`config.mk`:
```
export PLATFORM = sky130hd
export DESIGN_NAME = jtsbaskt_pal_ctrl
export DESIGN_NICKNAME = d
export VERILOG_FILES = /design/src/rtl/jtsbaskt_pkg.sv /design/src/rtl/jtsbaskt_vblank_latch.sv /design/src/rtl/jtsbaskt_pal_ctrl.sv
export SDC_FILE = /design/constraint.sdc
export NUM_CORES = 1
export LEC_CHECK = 0
export ABC_AREA = 0
export BUFFER_PORTS_ARGS = -buffer_cell sky130_fd_sc_hd__buf_2
export CAP_MARGIN = 30
export CORE_MARGIN = 1
export CORE_UTILIZATION = 50
export CTS_CLUSTER_SIZE = 10
export DETAILED_ROUTE_END_ITERATION = 7
export GPL_TIMING_DRIVEN = 0
export PLACE_DENSITY = 0.78
export SYNTH_ARGS = -nofsm -noshare
export SYNTH_HDL_FRONTEND = slang
export SYNTH_HIERARCHICAL = 1
export SYNTH_SLANG_ARGS = --single-unit
```
`constraint.sdc`:
```
create_clock -name clk -period 4.89 [get_ports clk]
set_clock_uncertainty 0.15 [all_clocks]
set_input_delay 0.978 -clock clk [delete_from_list [all_inputs] [get_ports clk]]
set_output_delay 0.978 -clock clk [all_outputs]
set_load 0.05 [all_outputs]
```
`src/rtl/jtsbaskt_pkg.sv`:
```
// Shared constants for the Super Basketball colour PROM path.
package jtsbaskt_pkg;
  localparam logic [21:0] PROM_START_DEF = 22'h1_0000;
  localparam int          PROM_LEN_DEF   = 768;

  localparam int RED   = 0;
  localparam int GREEN = 1;
  localparam int BLUE  = 2;

  typedef enum logic [1:0] {IDLE, LOAD, DONE} ld_st_t;
endpackage

```
`src/rtl/jtsbaskt_vblank_latch.sv`:
```
// Frame-synchronous register: CPU writes are held pending and applied on the LVBL falling edge.
module jtsbaskt_vblank_latch #(
  parameter int W = 4
) (
  input  logic         clk,
  input  logic         rst_n,
  input  logic         we,
  input  logic [W-1:0] din,
  input  logic         lvbl,
  output logic [W-1:0] dout
);
  logic         lvbl_l, pend;
  logic [W-1:0] pend_val;
  logic         vb_fall;

  // Reset value 0 so a low LVBL at reset release is not seen as an edge
  assign vb_fall = lvbl_l & ~lvbl;

  always_ff @(posedge clk or negedge rst_n) begin
    if (!rst_n) begin
      lvbl_l   <= 1'b0;
      pend     <= 1'b0;
      pend_val <= '0;
      dout     <= '0;
    end else begin
      lvbl_l <= lvbl;
      if (vb_fall) begin
        if (we)        dout <= din;
        else if (pend) dout <= pend_val;
        pend <= 1'b0;
      end else if (we) begin
        pend_val <= din;
        pend     <= 1'b1;
      end
    end
  end
endmodule

```
`src/rtl/jtsbaskt_pal_ctrl.sv`:
```
// Colour PROM download router, load-complete flag and vblank-synchronised palette bank.
module jtsbaskt_pal_ctrl
  import jtsbaskt_pkg::*;
#(
  parameter logic [21:0] PROM_START = PROM_START_DEF,
  parameter int          PROM_LEN   = PROM_LEN_DEF
) (
  input  logic        clk,
  input  logic        rst_n,
  input  logic        downloading,
  input  logic [21:0] ioctl_addr,
  input  logic [7:0]  ioctl_dout,
  input  logic        ioctl_wr,
  input  logic        cpu_pal_we,
  input  logic [3:0]  cpu_dout,
  input  logic        LVBL,
  output logic [7:0]  prog_addr,
  output logic [3:0]  prog_data,
  output logic [2:0]  prog_en,
  output logic        prom_ok,
  output logic [3:0]  pal_sel
);
  localparam logic [9:0] LEN10 = 10'(PROM_LEN);

  ld_st_t      st, st_nx;
  logic        dl_l, dl_rise, dl_fall;
  logic [21:0] off;
  logic        in_range, accept;
  logic [9:0]  cnt;
  logic [2:0]  en_dec;
  logic        dout_unused;

  assign dout_unused = ^ioctl_dout[7:4];
  assign dl_rise     = downloading & ~dl_l;
  assign dl_fall     = ~downloading & dl_l;
  assign off         = ioctl_addr - PROM_START;
  assign in_range    = (ioctl_addr >= PROM_START) && (off < 22'(PROM_LEN));
  assign accept      = (st == LOAD) && downloading && ioctl_wr && in_range;

  always_comb begin
    en_dec = '0;
    case (off[9:8])
      2'd0:    en_dec[RED]   = 1'b1;
      2'd1:    en_dec[GREEN] = 1'b1;
      2'd2:    en_dec[BLUE]  = 1'b1;
      default: en_dec = '0;
    endcase
  end

  always_comb begin
    st_nx = st;
    case (st)
      IDLE:    if (dl_rise) st_nx = LOAD;
      LOAD:    if (dl_fall) st_nx = DONE;
      DONE:    st_nx = IDLE;
      default: st_nx = IDLE;
    endcase
  end

  always_ff @(posedge clk or negedge rst_n) begin
    if (!rst_n) st <= IDLE;
    else        st <= st_nx;
  end

  always_ff @(posedge clk or negedge rst_n) begin
    if (!rst_n) begin
      dl_l      <= 1'b0;
      cnt       <= '0;
      prom_ok   <= 1'b0;
      prog_en   <= '0;
      prog_addr <= '0;
      prog_data <= '0;
    end else begin
      dl_l    <= downloading;
      prog_en <= '0;
      if (st == IDLE && dl_rise) begin
        cnt     <= '0;
        prom_ok <= 1'b0;
      end else begin
        if (accept && cnt != LEN10) cnt <= cnt + 10'd1;
        if (st == DONE) prom_ok <= (cnt == LEN10);
      end
      if (accept) begin
        prog_en   <= en_dec;
        prog_addr <= off[7:0];
        prog_data <= ioctl_dout[3:0];
      end
    end
  end

  jtsbaskt_vblank_latch #(.W(4)) u_bank (
    .clk   (clk),
    .rst_n (rst_n),
    .we    (cpu_pal_we),
    .din   (cpu_dout),
    .lvbl  (LVBL),
    .dout  (pal_sel)
  );
endmodule

```
==> run summary, run 1 <==
=======================================================================================
Outcome                                                                    finished, final reports clean
Antenna violations before repair                                                      0
Simple-gate share of the synthesized area                                        0.2214
Maximum number of pins on one net before global-route repair                         40
Top cell type's share of synthesized area                                        0.5078
Commonest cells in the netlist                                             39 x dfrtp_1, 17 x mux2_2, 10 x nand2_1
Area delta synth->final                                                          21.88%
Largest area contributor in the synthesized netlist                             dfrtp_1
Clock tree root driver cell                                                    clkbuf_8
Crit-path slowest cell                                                           nor4_2
Main flop type after synthesis                                                  dfrtp_1
Share of the synthesized netlist area taken by xor and xnor gates              0.004557
Vias per inst                                                                     5.566
Sum of net half-perimeters after detailed placement                             3047 um
Worst hold path class                                                        reg -> reg
Worst Path Buf+Inv                                                                    2
Core Footprint                                                                 3661 um2
Area fraction in compound gates after synthesis                                 0.04167
Most frequent cell after synthesis                                              dfrtp_1
Number of maximum-capacitance violations                                              0
Overflow left after global routing                                                    0
Post-CTS Setup Inserts                                                                0
Sum of negative setup slack                                                        0 ps
Total die area                                                                 4095 um2
Final number of hold-violating endpoints                                              0
Post-synth ARST share                                                             1.000
VDD IR max                                                                    0.1832 mV
Rel. slew slack                                                                  0.4285
Chip Height                                                                    64.00 um
Clock-pin slew of the registers on the worst-case setup and hold paths            70 ps
Met1 wire length                                                                1617 um
Slew at the pin closest to its max-slew limit                                  849.4 ps
Site row count                                                                       22
Crit-path max cell delay                                                         390 ps
Highest attainable clock frequency                                            425.5 MHz
Multiplexer share of the synthesized area                                        0.1855
Final worst-path cycle share                                                     0.4806
Biggest area contributors in the synthesized netlist                       dfrtp_1 51%, mux2_2 10%, mux2_4 5.5%
Endpoint class of the critical path                                           flip-flop
Antenna violation net count after detailed routing                                    0
Smallest hold slack                                                            343.7 ps
Startpoint Class                                                           primary input
Highest routing layer actually used                                                met4
Final-layout fill cell count                                                        304
Initial Utilization                                                              0.5249
Post-synth EDFFs                                                                      0
Routed wl met2                                                                  2101 um
Detailed-route wire length per cell                                            15.48 um
Number of setup violations in the final report                                        0
Max H-tree Level                                                                      2
Final Critical Period                                                           2350 ps
Setup repair after global routing missed its margin                                  no
Length of routed met3 wiring                                                     200 um
Tot GR Track Use                                                                 0.2169
Quantity of hold-fixing buffers added after cts                                       0
Wire length reported by the detailed router                                     3995 um
Top-level port count                                                                 60
Worst endpoint required time                                                    4910 ps
Clock tree from TritonCTS                                                         built
Startpoint-to-endpoint class of the critical path                             in -> reg
Post-cts gate resize count                                                            0
Worst Path Arrival                                                              2370 ps
Total leakage power                                                            1.210 nW
Clock Latency Late Sink                                                          290 ps
Crit path max-delay family                                                 simple AND/OR/NAND/NOR gates
Post-synthesis cell type count                                                       43
Sequential fraction of the synthesis area                                        0.5078
Synthesized area                                                               1922 um2
Syn. warnings                                                                         6
# nets final                                                                        251
Antenna diode instance count                                                          0
Chain of cells forming the critical path                                   buf_2 -> nor4_2 -> nand4_4 -> nor2_8 -> buf_12 -> mux2_4
First-pass GRT wire length                                                      6644 um
Largest buffer count on any clock path                                                2
Number of iterations in the first detailed-routing pass                               4
Cells after Synth                                                                   147
Fraction of the mapped netlist area in adder cells                              0.01302
Number of violations reported at the end of detailed-routing iteration 0             31
Post-synthesis net count                                                            189
Residual DRC count                                                                    0
Flip-flop and latch count after synthesis                                            39
Mean instance size in the synthesized netlist                                 13.07 um2
Number of global-route vias before repair                                         1,395
Via count                                                                         1,436
TritonCTS Buffers                                                                     5
Worst Path Max Fanout                                                                10
Pins over their slew limit                                                            0
Port Buffers                                                                         55
Proportion of layout cells with a drive suffix above 1                           0.4810
Die extent in x                                                                64.00 um
Gp weighted congestion                                                           0.8189
Number of sinks driven by the clock tree                                             39
Cell Pwr Density                                                           279.3 nW/um2
Dominant combinational cell family by area after synthesis                 simple AND/OR/NAND/NOR gates
=======================================================================================
cells by family (layout without fill, tap and decap cells):
kind of cell / after synthesis / after routing
fa+ha+maj: 2 / 2
flops: 39 / 39
buf+inv: 6 / 69
compound gates: 10 / 10
simple gates: 59 / 59
mux: 30 / 30
xor+xnor: 1 / 1
per-layer routing:
| layer | up-vias | GRT usage |
|---|---|---|
| met3 | 9 | 0.05893 |
| met2 | 44 | 0.3750 |
| met4 | 0 | 0.07670 |
| li1 | 676 | - |
| met1 | 707 | 0.2570 |
| met5 | - | 0 |
report_power, final:
part | internal [W] | switching (W) | total [W]
sequential | 0.000338 | 0.00000980 | 0.000348
combinational | 0.0000375 | 0.0000638 | 0.000101
clock | 0.0000995 | 0.000105 | 0.000205
total | 0.000475 | 0.000179 | 0.000654
path summary, 6_finish.rpt:
check                                from                  to  slack (ps)  cells past startpoint
hold / removal                    prom_ok             prom_ok         340                      2
max in group asynchronous           rst_n  u_bank/pend_val[2]        3430                      1
setup / recovery           ioctl_addr[10]        prog_addr[6]        2540                      6
hold reg to reg                   prom_ok             prom_ok         340                      2
setup reg to reg                    st[1]        prog_addr[6]        2920                      4
min in group asynchronous           rst_n        prog_addr[6]         640                      1
sequential cells by signal, indices dropped and copies added (netlist names):
register         cells
u_bank/lvbl_l        1
u_bank/dout          4
prog_addr            8
prog_data            4
cnt                 10
dl_l                 1
prom_ok              1
u_bank/pend          1
prog_en              3
u_bank/pend_val      4
st                   2
metrics by stage:
| stage | total power, W | setup WS, ps | cells | instance area [um2] | utilization |
|---|---|---|---|---|---|
| after floorplan | 0.0004155 | 2456 | 147 | 1922 | - |
| after global placement | 0.0004513 | 2249 | 250 | 2257 | 0.6165 |
| after detailed placement | 0.0004568 | 2210 | 250 | 2257 | 0.6165 |
| after CTS | 0.0006628 | 2534 | 258 | 2342 | 0.6398 |
| after global routing | 0.0006880 | 2431 | 258 | 2342 | 0.6398 |
| final | 0.0006543 | 2540 | 258 | 2342 | 0.6398 |
cell usage in the layout, fill, tap and decap left out, drive strengths merged, types with 3 or more instances in the layout:
cell and n:
nor4 4, mux2 24, clkbuf 7, nor4b 3, nor2 5, nor3 3, mux2i 6, dfrtp 39
or2b 3, nand2 10, and4 5, buf 58, a31o 3, nand2b 5, nand4 9
area by class of cell:
cell class | count | area [um2] | area share
sequential | 39 | 975.9 | 0.4167
clock buffer | 6 | 72.57 | 0.03098
clock inverter | 2 | 12.51 | 0.005342
multi-input combinational | 102 | 895.9 | 0.3825
buffer | 4 | 42.54 | 0.01816
inverter | 2 | 7.507 | 0.003205
timing repair buffer | 55 | 275.3 | 0.1175
tap | 48 | 60.06 | 0.02564
worst reg2reg max path: cells and delay by family, from the launching register on:
family	cells	cell delay, ps
simple gates	2	800
flops	1	450
mux	1	300
buf+inv	1	160
Note: power is estimated with default switching activity, not from simulation.
==> run 2, diff against run 1 <==
--- a/config.mk
+++ b/config.mk
@@ -9,11 +9,11 @@
 export BUFFER_PORTS_ARGS = -buffer_cell sky130_fd_sc_hd__buf_2
 export CAP_MARGIN = 30
 export CORE_MARGIN = 1
-export CORE_UTILIZATION = 50
+export CORE_UTILIZATION = 46
 export CTS_CLUSTER_SIZE = 10
 export DETAILED_ROUTE_END_ITERATION = 7
 export GPL_TIMING_DRIVEN = 0
-export PLACE_DENSITY = 0.78
+export PLACE_DENSITY = 0.76
 export SYNTH_ARGS = -nofsm -noshare
 export SYNTH_HDL_FRONTEND = slang
 export SYNTH_HIERARCHICAL = 1
==> constraint.sdc (replaced) <==
create_clock -name clk -period 1.9 [get_ports clk]
set_clock_uncertainty 0.15 [all_clocks]
set_input_delay 0.38 -clock clk [delete_from_list [all_inputs] [get_ports clk]]
set_output_delay 0.38 -clock clk [all_outputs]
set_load 0.05 [all_outputs]
==> run 2 against run 1 <==
  * Sequential share of layout area fell by 0.92 points
  * Global-route usage decreased by 3.6 points
  * Critical path depth down 2
  * Setup slack worse by 2500 ps
  * Critical path type is now reg -> reg
  * Highest routed layer unchanged
==> run summary, run 2 (synthesis results as in run 1) <==
=======================================================================================
Antenna violation net count after detailed routing                                    0
Net Sw Frac                                                                      0.2472
Smallest hold slack                                                            49.95 ps
# nets final                                                                        252
Chain of cells forming the critical path                                   or4_4 -> nor2_8 -> buf_12 -> mux2_4
Pre-CTS setup slack                                                           -153.7 ps
Worst Path Max Fanout                                                                10
Die extent in x                                                                66.64 um
Sum of net half-perimeters after detailed placement                             2686 um
Crit-path max cell delay                                                         490 ps
Number of iterations in the first detailed-routing pass                               4
Number of setup violations in the final report                                        0
Proportion of layout cells with a drive suffix above 1                           0.5118
Number of global-route vias before repair                                         1,313
Sum of negative setup slack                                                        0 ps
Highest attainable clock frequency                                            545.6 MHz
Total Power Consumption                                                      0.001851 W
Startpoint Class                                                              flip-flop
First-pass GRT wire length                                                      5899 um
Cell Pwr Density                                                           771.0 nW/um2
Core Footprint                                                                 4000 um2
Initial Utilization                                                              0.4805
Total die area                                                                 4440 um2
Pins over their slew limit                                                            0
Largest buffer count on any clock path                                                2
Antenna diode instance count                                                          0
Post-layout worst setup margin                                                 67.13 ps
Crit-path slowest cell                                                            or4_4
Rel. slew slack                                                                  0.4424
Wire length reported by the detailed router                                     3597 um
Top Registers                                                              cnt (10), prog_addr (8)
Chip Height                                                                    66.64 um
Startpoint-to-endpoint class of the critical path                            reg -> reg
Top-level port count                                                                 60
Worst Path Arrival                                                              1850 ps
Residual DRC count                                                                    0
Total leakage power                                                            1.240 nW
Flip-flop count of the largest register after layout                                 10
Overflow left after global routing                                                    0
Number of violations reported at the end of detailed-routing iteration 0             51
Number of maximum-capacitance violations                                              0
VDD IR max                                                                    0.3033 mV
Endpoint class of the critical path                                           flip-flop
Final worst-path cycle share                                                     0.9647
Final number of hold-violating endpoints                                              0
Multi-input logic area                                                        905.9 um2
Outcome                                                                    finished, final reports clean
Clock tree from TritonCTS                                                         built
Most common cell after layout, fill and taps aside                                buf_2
Worst hold path class                                                       in -> async
Clock Latency Late Sink                                                          280 ps
Clock-pin slew of the registers on the worst-case setup and hold paths            70 ps
Switching component of the power                                            0.0004576 W
Sequential Power Share                                                            0.483
Gp weighted congestion                                                           0.8587
Clock network fraction of design power                                            0.377
Area delta synth->final                                                          24.93%
Site row count                                                                       23
Commonest non-fill, non-tap cells in the layout                            55 x buf_2, 37 x dfrtp_1, 17 x mux2_2
Setup repair after global routing missed its margin                                  no
Via count                                                                         1,385
Tot GR Track Use                                                                 0.1807
Final-layout fill cell count                                                        332
TritonCTS Buffers                                                                     5
Largest register by flop count                                                      cnt
Seq. cell area                                                                978.4 um2
Vias per inst                                                                     5.307
Antenna violations before repair                                                      0
Combinational fraction of design power                                            0.140
Port Buffers                                                                         55
Worst endpoint required time                                                    1920 ps
Number of sinks driven by the clock tree                                             39
Slew at the pin closest to its max-slew limit                                  836.4 ps
Internal power                                                               0.001394 W
Maximum number of pins on one net before global-route repair                         40
Final Critical Period                                                           1833 ps
Clock tree root driver cell                                                    clkbuf_8
Max H-tree Level                                                                      2
Detailed-route wire length per cell                                            13.78 um
=======================================================================================
-- run 2: cell count changes in the layout (fill, tap and decap cells not counted), sizes merged --
| cell | before | now |
|---|---|---|
| clkbuf | 7 | 6 |
| bufinv | 0 | 1 |
| buf | 58 | 60 |
| clkinvlp | 1 | 0 |
-- run 2: path summary, 6_finish.rpt --
| kind | startpoint | to | slack [ps] | depth (start not counted) |
|---|---|---|---|---|
| min in group clk | LVBL | u_bank/lvbl_l | 80 | 1 |
| min reg2reg | u_bank/dout[2] | u_bank/dout[2] | 350 | 1 |
| min | rst_n | prog_addr[2] | 50 | 1 |
| max | st[1] | prog_data[3] | 70 | 4 |
| max reg2reg | st[1] | prog_data[3] | 70 | 4 |
| max in group asynchronous | rst_n | st[0] | 980 | 1 |
-- run 2: repair_timing --
action,in CTS,in global routing
pin swaps,2,1
setup endpoints to repair,7,6
hold buffers,0,0
gates resized for setup,1,3
buffers inserted,2,0
-- run 2: area by class of cell --
cell class	count	share of cell area
well taps	50	0.02606
clock buffers	6	0.03439
plain buffers	3	0.01615
repair buffers	57	0.1209
flip-flops and latches	39	0.4075
multi-input cells	102	0.3773
inverters	2	0.003127
clock inverters	2	0.01459
-- run 2: metrics by stage --
step	instance area (um2)	util	instances
floorplan	1922	-	147
global placement	2260	0.5649	252
detailed placement	2260	0.5649	252
CTS	2394	0.5984	262
global route	2401	0.6003	261
finish	2401	0.6003	261
-- run 2: power by group through the flow --
stage	clock, W	sequential, W	combinational [W]
3_5_place_dp	0	0.000910	0.000261
2_1_floorplan	0	0.000983	0.0000866
4_1_cts	0.000718	0.000894	0.000261
3_3_place_gp	0	0.000908	0.000257
5_1_grt	0.000757	0.000901	0.000282
6_report	0.000698	0.000894	0.000259
-- run 2: layer usage --
layer  GRT usage  routed length (um)  part of all wire
met1      0.2205                1638              0.46
met2      0.3018                1763              0.49
met3     0.04110                 157             0.044
met4     0.07979                  38             0.011
met5           0                   0                 0
-- run 2: critical path, delay by kind of cell, from the launching register on --
kind          cells  cell delay [ps]
buf+inv           1              160
flops             1              450
mux               1              300
simple gates      2              650
==> run 3, diff against run 2 <==
--- a/config.mk
+++ b/config.mk
@@ -9,11 +9,12 @@
 export BUFFER_PORTS_ARGS = -buffer_cell sky130_fd_sc_hd__buf_2
 export CAP_MARGIN = 30
 export CORE_MARGIN = 1
-export CORE_UTILIZATION = 46
+export CORE_UTILIZATION = 45
+export CTS_CLUSTER_DIAMETER = 80
 export CTS_CLUSTER_SIZE = 10
 export DETAILED_ROUTE_END_ITERATION = 7
 export GPL_TIMING_DRIVEN = 0
-export PLACE_DENSITY = 0.76
+export PLACE_DENSITY = 0.74
 export SYNTH_ARGS = -nofsm -noshare
 export SYNTH_HDL_FRONTEND = slang
 export SYNTH_HIERARCHICAL = 1
==> run 3 against run 2 <==
  * Via count is 0.43% higher
  * Maximum frequency decreased by 0.87%
  * Setup slack worse by 16 ps
  * Die area grew 2.2%
  * Flip-flop and latch count did not move
  * Register-to-register slack worse by 20 ps
  * Largest cell class unchanged
==> run summary, run 3 (synthesis results as in run 1) <==
=======================================================================================
Endpoint class of the critical path                                           flip-flop
Flip-flop count of the largest register after layout                                 10
Overflow left after global routing                                                    0
Slew at the pin closest to its max-slew limit                                  839.1 ps
Antenna diode instance count                                                          0
Port Buffers                                                                         55
Die extent in x                                                                67.35 um
Pins over their slew limit                                                            0
Pre-CTS setup slack                                                           -183.4 ps
Total leakage power                                                            1.240 nW
Chain of cells forming the critical path                                   or4_4 -> nor2_8 -> buf_4 -> mux2_2
Max H-tree Level                                                                      2
Final Util                                                                       0.5917
Sum of negative setup slack                                                        0 ps
Worst Path Max Fanout                                                                 8
Worst endpoint required time                                                    1930 ps
Wire length reported by the detailed router                                     3697 um
Number of setup violations in the final report                                        0
Final Critical Period                                                           1849 ps
Largest register by flop count                                                      cnt
Tot GR Track Use                                                                 0.1739
Largest buffer count on any clock path                                                2
Number of global-route vias before repair                                         1,240
Cell Pwr Density                                                           777.0 nW/um2
Startpoint-to-endpoint class of the critical path                            reg -> reg
Worst Path Arrival                                                              1880 ps
Clock tree root driver cell                                                    clkbuf_8
Highest attainable clock frequency                                            540.8 MHz
Number of sinks driven by the clock tree                                             39
Top Registers                                                              cnt (10), prog_addr (8)
Worst Path Buf+Inv                                                                    1
Via count                                                                         1,391
Core Footprint                                                                 4058 um2
Number of maximum-capacitance violations                                              0
Crit-path max cell delay                                                         490 ps
Final instance count without filler cells                                           261
Final-layout fill cell count                                                        343
VDD IR max                                                                    0.2814 mV
Number of iterations in the first detailed-routing pass                               4
Post-layout worst setup margin                                                 50.97 ps
Total die area                                                                 4536 um2
TritonCTS Buffers                                                                     5
Commonest non-fill, non-tap cells in the layout                            55 x buf_2, 37 x dfrtp_1, 17 x mux2_2
Total Power Consumption                                                      0.001866 W
R2r endpoint                                                               prog_addr[0]
Initial Utilization                                                              0.4736
# nets final                                                                        252
Reg2Reg Depth                                                                         4
Vias per inst                                                                     5.330
Critical register-to-register path startpoint                                     st[1]
Quantity of hold-fixing buffers added after cts                                       0
First-pass GRT wire length                                                      5699 um
Gp weighted congestion                                                           0.8530
Chip Height                                                                    67.35 um
Maximum number of pins on one net before global-route repair                         40
Sum of net half-perimeters after detailed placement                             2692 um
Top-level port count                                                                 60
Clock Latency Late Sink                                                          290 ps
Startpoint of the worst setup timing path                                         st[1]
Final worst-path cycle share                                                     0.9732
Proportion of layout cells with a drive suffix above 1                           0.5118
Antenna violations before repair                                                      0
Clock-pin slew of the registers on the worst-case setup and hold paths            80 ps
Rel. slew slack                                                                  0.4406
Area delta synth->final                                                          24.93%
Residual DRC count                                                                    0
Detailed-route wire length per cell                                            14.16 um
Clock tree from TritonCTS                                                         built
Final number of hold-violating endpoints                                              0
Most common cell after layout, fill and taps aside                                buf_2
Crit-path slowest cell                                                            or4_4
Register-to-register setup slack                                                  50 ps
Number of violations reported at the end of detailed-routing iteration 0             51
Crit path max-delay family                                                 simple AND/OR/NAND/NOR gates
Number of instances in the placed design                                            252
Site row count                                                                       23
Worst hold path class                                                       in -> async
Startpoint Class                                                              flip-flop
Antenna violation net count after detailed routing                                    0
Outcome                                                                    finished, final reports clean
=======================================================================================
## run 3: cell type report
cell class	count	area [um2]	area share
buffer	3	38.79	0.01615
clock buffer	6	82.58	0.03439
clock inverter	2	35.03	0.01459
inverter	2	7.507	0.003127
multi-input combinational	102	905.9	0.3773
sequential	39	978.4	0.4075
tap	50	62.56	0.02606
timing repair buffer	57	290.3	0.1209
## run 3: worst reg2reg max path: stages (launching register included)
cell and delay, ps:
dfrtp_2 460, or4_4 490, nor2_8 160, buf_4 150
mux2_2 320
## run 3: report_power, final
group / internal (W) / leakage [nW] / switching (W) / total [W]
logic: 0.0000977 / 0.664 / 0.000161 / 0.000259
clock network: 0.000425 / 0.0612 / 0.000286 / 0.000710
registers: 0.000871 / 0.515 / 0.0000252 / 0.000896
total: 0.00139 / 1.24 / 0.000472 / 0.00187
## run 3: repair_timing
item,in CTS,in global routing
gates resized for setup,1,3
setup endpoints to repair,9,7
setup buffers,2,0
pin swaps,2,0
## run 3: how the worst max path moves through the flow
| stage | end | slack, ps | cells after the start |
|---|---|---|---|
| 3_5_place_dp | prog_data[3] | -180 | 6 |
| 5_1_grt | prog_data[0] | -1 | 4 |
| 3_3_place_gp | prog_addr[3] | -150 | 6 |
| 6_report | prog_addr[0] | 50 | 4 |
| 4_1_cts | cnt[1] | 10 | 4 |
| 2_1_floorplan | prog_addr[2] | 40 | 4 |
## run 3: stage by stage
stage | cell area [um2] | hold WS, ps
2_1_floorplan | 1922 | -65.59
3_3_place_gp | 2260 | 334.0
3_5_place_dp | 2260 | 339.2
4_1_cts | 2394 | 46.35
5_1_grt | 2401 | 50.19
6_report | 2401 | 36.62
## run 3: routing by layer
layer,track usage,share of wire,vias to the layer above
met5,0,0,-
met4,0.05585,0.012,0
met3,0.05236,0.057,6
met1,0.2226,0.47,660
met2,0.2800,0.46,43
li1,-,-,682
